<file path="config.mk">
export PLATFORM = sky130hd
export DESIGN_NAME = fetch_unit_flat
export DESIGN_NICKNAME = d
export VERILOG_FILES = /design/src/rtl/riscv_pkg.sv /design/src/rtl/fetch_unit_if.sv /design/src/rtl/next_pc_sel.sv /design/src/rtl/fetch_unit.sv /design/src/flat_wrapper.sv
export SDC_FILE = /design/constraint.sdc
export NUM_CORES = 1
export LEC_CHECK = 0
export ABC_AREA = 1
export CELL_PAD_IN_SITES_DETAIL_PLACEMENT = 0
export CELL_PAD_IN_SITES_GLOBAL_PLACEMENT = 1
export CORE_MARGIN = 8
export CORE_UTILIZATION = 29
export CTS_BUF_LIST = sky130_fd_sc_hd__clkbuf_4 sky130_fd_sc_hd__clkbuf_8
export CTS_CLUSTER_DIAMETER = 50
export DETAILED_ROUTE_END_ITERATION = 7
export GPL_ROUTABILITY_DRIVEN = 0
export PLACE_DENSITY = 0.94
export SKIP_CTS_REPAIR_TIMING = 1
export SYNTH_ARGS = -nofsm -noshare
export SYNTH_HDL_FRONTEND = slang
export SYNTH_HIERARCHICAL = 1
export SYNTH_SLANG_ARGS = --single-unit
export TNS_END_PERCENT = 5
</file>
<file path="constraint.sdc">
create_clock -name clk -period 1.9 [get_ports clk]
set_input_delay 0.19 -clock clk [delete_from_list [all_inputs] [get_ports clk]]
set_output_delay 0.19 -clock clk [all_outputs]
set_load 0.005 [all_outputs]
</file>
<file path="src/rtl/riscv_pkg.sv">
// Shared definitions for the fetch stage: FSM encodings, PC increment and
// the default reset vector.
package riscv_pkg;

  typedef enum logic [1:0] {
    ST_BOOT = 2'd0,
    ST_RUN  = 2'd1,
    ST_HALT = 2'd2
  } state_e;

  localparam int unsigned PC_INC = 4;

  localparam logic [31:0] DEFAULT_RESET_VECTOR = 32'h0000_0000;

  // True when the low two address bits select a word boundary.
  function automatic logic word_aligned(input logic [1:0] lsb);
    return lsb == 2'b00;
  endfunction

endpackage

</file>
<file path="src/rtl/fetch_unit_if.sv">
// Redirect/status bundle between the core control logic (master) and the
// fetch unit (slave).
interface fetch_unit_if #(
  parameter int unsigned PC_WIDTH        = 32,
  parameter int unsigned IMEM_ADDR_WIDTH = 8
);

  logic                       stall;
  logic                       branch_taken;
  logic [PC_WIDTH-1:0]        branch_target;
  logic                       jal;
  logic [PC_WIDTH-1:0]        jal_target;
  logic                       jalr;
  logic [PC_WIDTH-1:0]        jalr_target;
  logic                       halt_req;
  logic [PC_WIDTH-1:0]        pc;
  logic [PC_WIDTH-1:0]        pc_plus4;
  logic [IMEM_ADDR_WIDTH-1:0] imem_addr;
  logic                       fetch_valid;
  logic                       halted;
  logic                       misaligned;
  logic [PC_WIDTH-1:0]        misaligned_addr;

  modport master (
    output stall, branch_taken, branch_target, jal, jal_target, jalr, jalr_target, halt_req,
    input  pc, pc_plus4, imem_addr, fetch_valid, halted, misaligned, misaligned_addr
  );

  modport slave (
    input  stall, branch_taken, branch_target, jal, jal_target, jalr, jalr_target, halt_req,
    output pc, pc_plus4, imem_addr, fetch_valid, halted, misaligned, misaligned_addr
  );

endinterface

</file>
<file path="src/rtl/next_pc_sel.sv">
// Combinational redirect arbiter: JALR > JAL > branch > sequential. Flags a
// redirect whose target is not word aligned.
module next_pc_sel
  import riscv_pkg::*;
#(
  parameter int unsigned PC_WIDTH = 32
) (
  input  logic [PC_WIDTH-1:0] pc_plus4,
  input  logic                branch_taken,
  input  logic [PC_WIDTH-1:0] branch_target,
  input  logic                jal,
  input  logic [PC_WIDTH-1:0] jal_target,
  input  logic                jalr,
  input  logic [PC_WIDTH-1:0] jalr_target,
  output logic [PC_WIDTH-1:0] target,
  output logic                misaligned
);

  logic redirect;

  // Priority select of the next PC; JALR drops bit 0 of rs1+imm.
  always_comb begin
    target   = pc_plus4;
    redirect = 1'b0;
    if (jalr) begin
      target   = jalr_target & ~PC_WIDTH'(1);
      redirect = 1'b1;
    end else if (jal) begin
      target   = jal_target;
      redirect = 1'b1;
    end else if (branch_taken) begin
      target   = branch_target;
      redirect = 1'b1;
    end
    misaligned = redirect & ~word_aligned(target[1:0]);
  end

endmodule

</file>
<file path="src/rtl/fetch_unit.sv">
// PC register and boot/run/halt control feeding inst_mem.
// Optional feature macro: FETCH_PERF_CNT_EN adds cycle_cnt/instret_cnt outputs.
module fetch_unit
  import riscv_pkg::*;
#(
  parameter int unsigned         PC_WIDTH        = 32,
  parameter int unsigned         IMEM_ADDR_WIDTH = 8,
  parameter logic [PC_WIDTH-1:0] RESET_VECTOR    = DEFAULT_RESET_VECTOR
) (
  input  logic        clk,
  input  logic        rst_n,
  fetch_unit_if.slave bus
`ifdef FETCH_PERF_CNT_EN
  ,
  output logic [31:0] cycle_cnt,
  output logic [31:0] instret_cnt
`endif
);

  state_e              state_q, state_d;
  logic [PC_WIDTH-1:0] pc_q, pc_d;
  logic                mis_q, mis_d;
  logic [PC_WIDTH-1:0] mis_addr_q, mis_addr_d;
  logic [PC_WIDTH-1:0] pc_plus4;
  logic [PC_WIDTH-1:0] sel_target;
  logic                sel_mis;
  logic                retire;

  assign pc_plus4 = pc_q + PC_WIDTH'(PC_INC);

  next_pc_sel #(
    .PC_WIDTH(PC_WIDTH)
  ) u_next_pc_sel (
    .pc_plus4     (pc_plus4),
    .branch_taken (bus.branch_taken),
    .branch_target(bus.branch_target),
    .jal          (bus.jal),
    .jal_target   (bus.jal_target),
    .jalr         (bus.jalr),
    .jalr_target  (bus.jalr_target),
    .target       (sel_target),
    .misaligned   (sel_mis)
  );

  // Next-state and PC update; halt_req outranks stall, which outranks redirects.
  always_comb begin
    state_d    = state_q;
    pc_d       = pc_q;
    mis_d      = mis_q;
    mis_addr_d = mis_addr_q;
    retire     = 1'b0;
    case (state_q)
      ST_BOOT: state_d = ST_RUN;
      ST_RUN: begin
        if (bus.halt_req) begin
          state_d = ST_HALT;
        end else if (!bus.stall) begin
          if (sel_mis) begin
            state_d    = ST_HALT;
            mis_d      = 1'b1;
            mis_addr_d = sel_target;
          end else begin
            pc_d   = sel_target;
            retire = 1'b1;
          end
        end
      end
      ST_HALT: state_d = ST_HALT;
      default: state_d = ST_HALT;
    endcase
  end

  // Architectural state; async reset restores boot conditions even from HALT.
  always_ff @(posedge clk or negedge rst_n) begin
    if (!rst_n) begin
      state_q    <= ST_BOOT;
      pc_q       <= RESET_VECTOR;
      mis_q      <= 1'b0;
      mis_addr_q <= '0;
    end else begin
      state_q    <= state_d;
      pc_q       <= pc_d;
      mis_q      <= mis_d;
      mis_addr_q <= mis_addr_d;
    end
  end

  assign bus.pc              = pc_q;
  assign bus.pc_plus4        = pc_plus4;
  assign bus.imem_addr       = pc_q[IMEM_ADDR_WIDTH+1:2];
  assign bus.fetch_valid     = (state_q == ST_RUN);
  assign bus.halted          = (state_q == ST_HALT);
  assign bus.misaligned      = mis_q;
  assign bus.misaligned_addr = mis_addr_q;

`ifdef FETCH_PERF_CNT_EN
  // Free-running cycle counter and retired-instruction counter.
  always_ff @(posedge clk or negedge rst_n) begin
    if (!rst_n) begin
      cycle_cnt   <= '0;
      instret_cnt <= '0;
    end else begin
      cycle_cnt <= cycle_cnt + 32'd1;
      if (retire) instret_cnt <= instret_cnt + 32'd1;
    end
  end
`else
  logic unused_retire;
  assign unused_retire = retire;
`endif

endmodule

</file>
<file path="src/flat_wrapper.sv">
// flat-port wrapper written by rule: the top's interface ports become plain ports
module fetch_unit_flat import riscv_pkg::*;
#(
  parameter int unsigned         PC_WIDTH        = 32,
  parameter int unsigned         IMEM_ADDR_WIDTH = 8,
  parameter logic [PC_WIDTH-1:0] RESET_VECTOR    = DEFAULT_RESET_VECTOR
)
  (clk, rst_n, bus_stall, bus_branch_taken, bus_branch_target, bus_jal, bus_jal_target, bus_jalr, bus_jalr_target, bus_halt_req, bus_pc, bus_pc_plus4, bus_imem_addr, bus_fetch_valid, bus_halted, bus_misaligned, bus_misaligned_addr);
  fetch_unit_if #(.PC_WIDTH(PC_WIDTH), .IMEM_ADDR_WIDTH(IMEM_ADDR_WIDTH)) bus_i ();
  input  logic clk;
  input  logic rst_n;
  input wire logic [$bits(bus_i.stall)-1:0] bus_stall;
  input wire logic [$bits(bus_i.branch_taken)-1:0] bus_branch_taken;
  input wire logic [$bits(bus_i.branch_target)-1:0] bus_branch_target;
  input wire logic [$bits(bus_i.jal)-1:0] bus_jal;
  input wire logic [$bits(bus_i.jal_target)-1:0] bus_jal_target;
  input wire logic [$bits(bus_i.jalr)-1:0] bus_jalr;
  input wire logic [$bits(bus_i.jalr_target)-1:0] bus_jalr_target;
  input wire logic [$bits(bus_i.halt_req)-1:0] bus_halt_req;
  output wire logic [$bits(bus_i.pc)-1:0] bus_pc;
  output wire logic [$bits(bus_i.pc_plus4)-1:0] bus_pc_plus4;
  output wire logic [$bits(bus_i.imem_addr)-1:0] bus_imem_addr;
  output wire logic [$bits(bus_i.fetch_valid)-1:0] bus_fetch_valid;
  output wire logic [$bits(bus_i.halted)-1:0] bus_halted;
  output wire logic [$bits(bus_i.misaligned)-1:0] bus_misaligned;
  output wire logic [$bits(bus_i.misaligned_addr)-1:0] bus_misaligned_addr;
  assign bus_i.stall = bus_stall;
  assign bus_i.branch_taken = bus_branch_taken;
  assign bus_i.branch_target = bus_branch_target;
  assign bus_i.jal = bus_jal;
  assign bus_i.jal_target = bus_jal_target;
  assign bus_i.jalr = bus_jalr;
  assign bus_i.jalr_target = bus_jalr_target;
  assign bus_i.halt_req = bus_halt_req;
  assign bus_pc = bus_i.pc;
  assign bus_pc_plus4 = bus_i.pc_plus4;
  assign bus_imem_addr = bus_i.imem_addr;
  assign bus_fetch_valid = bus_i.fetch_valid;
  assign bus_halted = bus_i.halted;
  assign bus_misaligned = bus_i.misaligned;
  assign bus_misaligned_addr = bus_i.misaligned_addr;
  fetch_unit #(.PC_WIDTH(PC_WIDTH), .IMEM_ADDR_WIDTH(IMEM_ADDR_WIDTH), .RESET_VECTOR(RESET_VECTOR)) u_core (.clk(clk), .rst_n(rst_n), .bus(bus_i));
endmodule
</file>
==> flow_metrics.py <==
metrics = {
    "die": {
        "die_area_um2": 19700,
        "die_w_um": 140,
        "core-area_um2": 15100,
        "core.rowCount": 45,
        "initial_core_util_pct": 29.5,
        "die_y_um": 140,
        "ios": 210,
    },
    "worst_setup_path": {
        "critPathBufInv": 4,
        "crit_fanout": 4,
        "cp-end-kind": "primary output",
        "path_class": "reg -> out",
        "crit_top_cell": "nand2_1",
        "crit_slowest_cell": "dfrtp_1",
        "start_kind": "flop",
        "required_ps": 1710,
        "cp_cell_sequence": "buf_6 -> nand2_4 -> nor2_4 -> nand2_2 -> nor2_4 -> buf_4 -> buf_4 -> nand2_1 -> nand2_1 -> nand2_1 -> dlymetal6s2s_1",
        "max_stage_delay_ps": 370,
        "critical-path-top-delay-family": "simple AND/OR/NAND/NOR gates",
        "crit_arrival_ps": 1890,
    },
    "timing": {
        "finalCritPeriodShare_pct": 109,
        "setup_viol_count_final": 20,
        "hold_violations": 0,
        "slew_headroom_pct": 68.9,
        "final.setup.worst_slack_ps": -178,
        "rsz0062_at_grt": "yes",
        "whs_ps": 340,
        "worst_pin_slew_ps": 467,
        "slew_viol_final": 0,
        "max_freq_ghz": 0.481,
        "fin_worst_skew_ps": 8.43,
        "post-route-min-period_ps": 2080,
    },
    "global_routing": {
        "grt.total_usage_pct": 16.2,
        "grt_pass1_wl_um": 25400,
        "grt_use_met1_pct": 19.2,
        "grt_antenna_before_repair": 0,
        "overflow": 0,
        "grt_max_degree": 66,
        "use_met2_pct": 27.8,
        "grt_use_met3_pct": 5.40,
        "grt_pass1_vias": 4862,
        "top_usage_layer": "met2",
    },
    "power": {
        "seqPwrFrac_pct": 47.2,
        "total_power_uw": 3020,
        "p_switching_uw": 755,
        "pwr-share-comb_pct": 16.4,
        "pwr-share-clk_pct": 36.4,
        "leakage_uw": 0.00379,
        "p_int_uw": 2260,
        "peakVddDrop_uv": 274,
        "p_per_area_nw_per_um2": 397,
        "p_sw_share_pct": 25.0,
    },
    "route": {
        "wl_per_cell_um": 15.2,
        "wirelength_um": 16500,
        "drtIter0Drc": 177,
        "vias_per_cell": 4.41,
        "drc": 0,
        "dr.pass1.iters": 4,
        "ant_nets": 0,
        "vias": 4777,
    },
    "clock_tree": {
        "clockBufferDepth": 2,
        "cts.sinks": 67,
        "clkLatencyLatePin_ps": 340,
        "cts.htree.levels": 3,
        "path_clk_slew_ps": 80,
        "cts_tree": "done",
        "cts_inserted_buffers": 9,
        "clock-root-buffer": "clkbuf_8",
    },
    "synthesis": {
        "netlist_area_um2": 4470,
        "synth_fp_nets": 731,
        "async_reset_ff_share_pct": 100,
        "synth_cell_types": 26,
        "yosys_warnings": 6,
        "ys_seq_area_share_pct": 37.5,
        "synth_enable_flop_cells": 0,
        "ys_seq_elements": 67,
        "syn_inst": 627,
        "syn_area_per_cell_um2": 7.13,
        "synth-main-ff-cell": "dfrtp_1",
    },
    "finish": {
        "design.final.nets": 995,
        "areaGrowthSynthToFinish_pct": 70.1,
        "fillCellCount": 1506,
        "postLayoutCellArea_um2": 7610,
        "post-route-util_pct": 50.2,
        "insertedDiodeCount": 0,
        "drive_gt1_share_pct": 18.2,
    },
    "run": {
        "max_cap_violations": 0,
    },
    "min_path": {
        "hp-class": "in -> async",
    },
    "placed_design": {
        "port_buffers": 208,
        "hpwl_um": 13200,
        "dpl_cell_area_um2": 7110,
    },
    "status": {
        "run_status": "finished, violations left",
        "failed_checks": "negative setup slack",
    },
}
[sequential cells by signal, summed over array words and instances, names as in the netlist]
| signal | cells |
|---|---|
| u_core/state_q | 2 |
| u_core/bus.pc | 32 |
| u_core/bus.misaligned | 1 |
| u_core/bus.misaligned_addr | 32 |
[cells in the mapped netlist (3+ instances only)]
master    instances  area share (%)
buf_4            16             2.7
o21ai_0          25             2.8
nor2_1           37             3.1
xnor2_1           4            0.78
nand3_1          11             1.2
nand2_2           3            0.42
nand2_1         243              20
xor2_1           11             2.2
buf_6             3            0.76
buf_2            13             1.5
nor2_4            7             1.8
nand3b_1          7             1.2
dfrtp_1          67              37
mux2i_1          29             6.5
o21bai_1         29             4.9
nor2_2            6            0.84
inv_1            62             5.2
o21ai_1          42             4.7
clkbuf_1          4            0.34
[power by group through the flow]
| stage | Sequential (uW) | Clock (uW) | Combinational (uW) |
|---|---|---|---|
| CTS | 1420 | 1150 | 499 |
| finish | 1430 | 1100 | 494 |
| global placement | 1450 | 0 | 492 |
| detailed placement | 1450 | 0 | 497 |
| global route | 1420 | 1200 | 548 |
| floorplan | 1450 | 0 | 206 |
[placed cells by master, fill, tap and decap left out, types with 14 or more instances in the layout]
cell             netlist  final
clkdlybuf4s50_1        0    177
inv_1                 62     61
buf_4                 16     72
dlymetal6s2s_1         0     14
dfrtp_1               67     67
o21ai_0               25     16
mux2i_1               29     29
nand2_1              243    236
o21ai_1               42     51
o21bai_1              29     29
nor2_1                37     32
[metrics by stage]
step	setup TNS (ps)	setup slack (ps)	instances
finish	-1710	-178	1084
global route	-7030	-337	1084
CTS	-12570	-543	1070
detailed placement	-2060	-155	1054
global placement	-1170	-135	1054
floorplan	0	150	627
[metal layers]
| layer | vias up | part of all wire [%] |
|---|---|---|
| met5 | - | 0 |
| li1 | 2472 | - |
| met4 | 0 | 0.46 |
| met2 | 148 | 48 |
| met3 | 5 | 8.2 |
| met1 | 2152 | 43 |
[cell families after synthesis]
logic type               share of synthesized area, %
AO/OA/AOI/OAI                                    12.5
XOR/XNOR                                         2.94
adder cells (fa/ha/maj)                         0.280
buffers and inverters                            10.6
flip-flops                                       37.5
multiplexers                                     6.49
AND/OR/NAND/NOR                                  29.7
[layout make-up]
type,instances,area (um2),share of cell area [%]
well taps,188,235,3.09
flip-flops and latches,67,1680,22.0
clock inverters,4,25.0,0.329
repair buffers,290,2730,35.8
clock buffers,12,159,2.09
multi-input cells,460,2550,33.5
inverters,63,236,3.11
[worst paths after layout]
| check | slack, ps | depth (start not counted) | start | to |
|---|---|---|---|---|
| worst min-delay path | 340 | 2 | rst_n | u_core/bus.misaligned_addr[19]$_DFFE_PN0P_ |
| worst min register to register | 460 | 2 | u_core/bus.misaligned$_DFFE_PN0P_ | u_core/bus.misaligned$_DFFE_PN0P_ |
| max in group asynchronous | 1000 | 3 | rst_n | u_core/bus.pc[1]$_DFFE_PN0P_ |
| worst max-delay path | -180 | 11 | u_core/bus.pc[3]$_DFFE_PN0P_ | bus_pc_plus4[31] |
| min in group clk | 420 | 6 | bus_branch_taken | u_core/bus.misaligned_addr[1]$_DFFE_PN0P_ |
| worst max register to register | -80 | 14 | u_core/bus.pc[3]$_DFFE_PN0P_ | u_core/bus.pc[31]$_DFFE_PN0P_ |
Note: power is estimated with default switching activity, not from simulation.
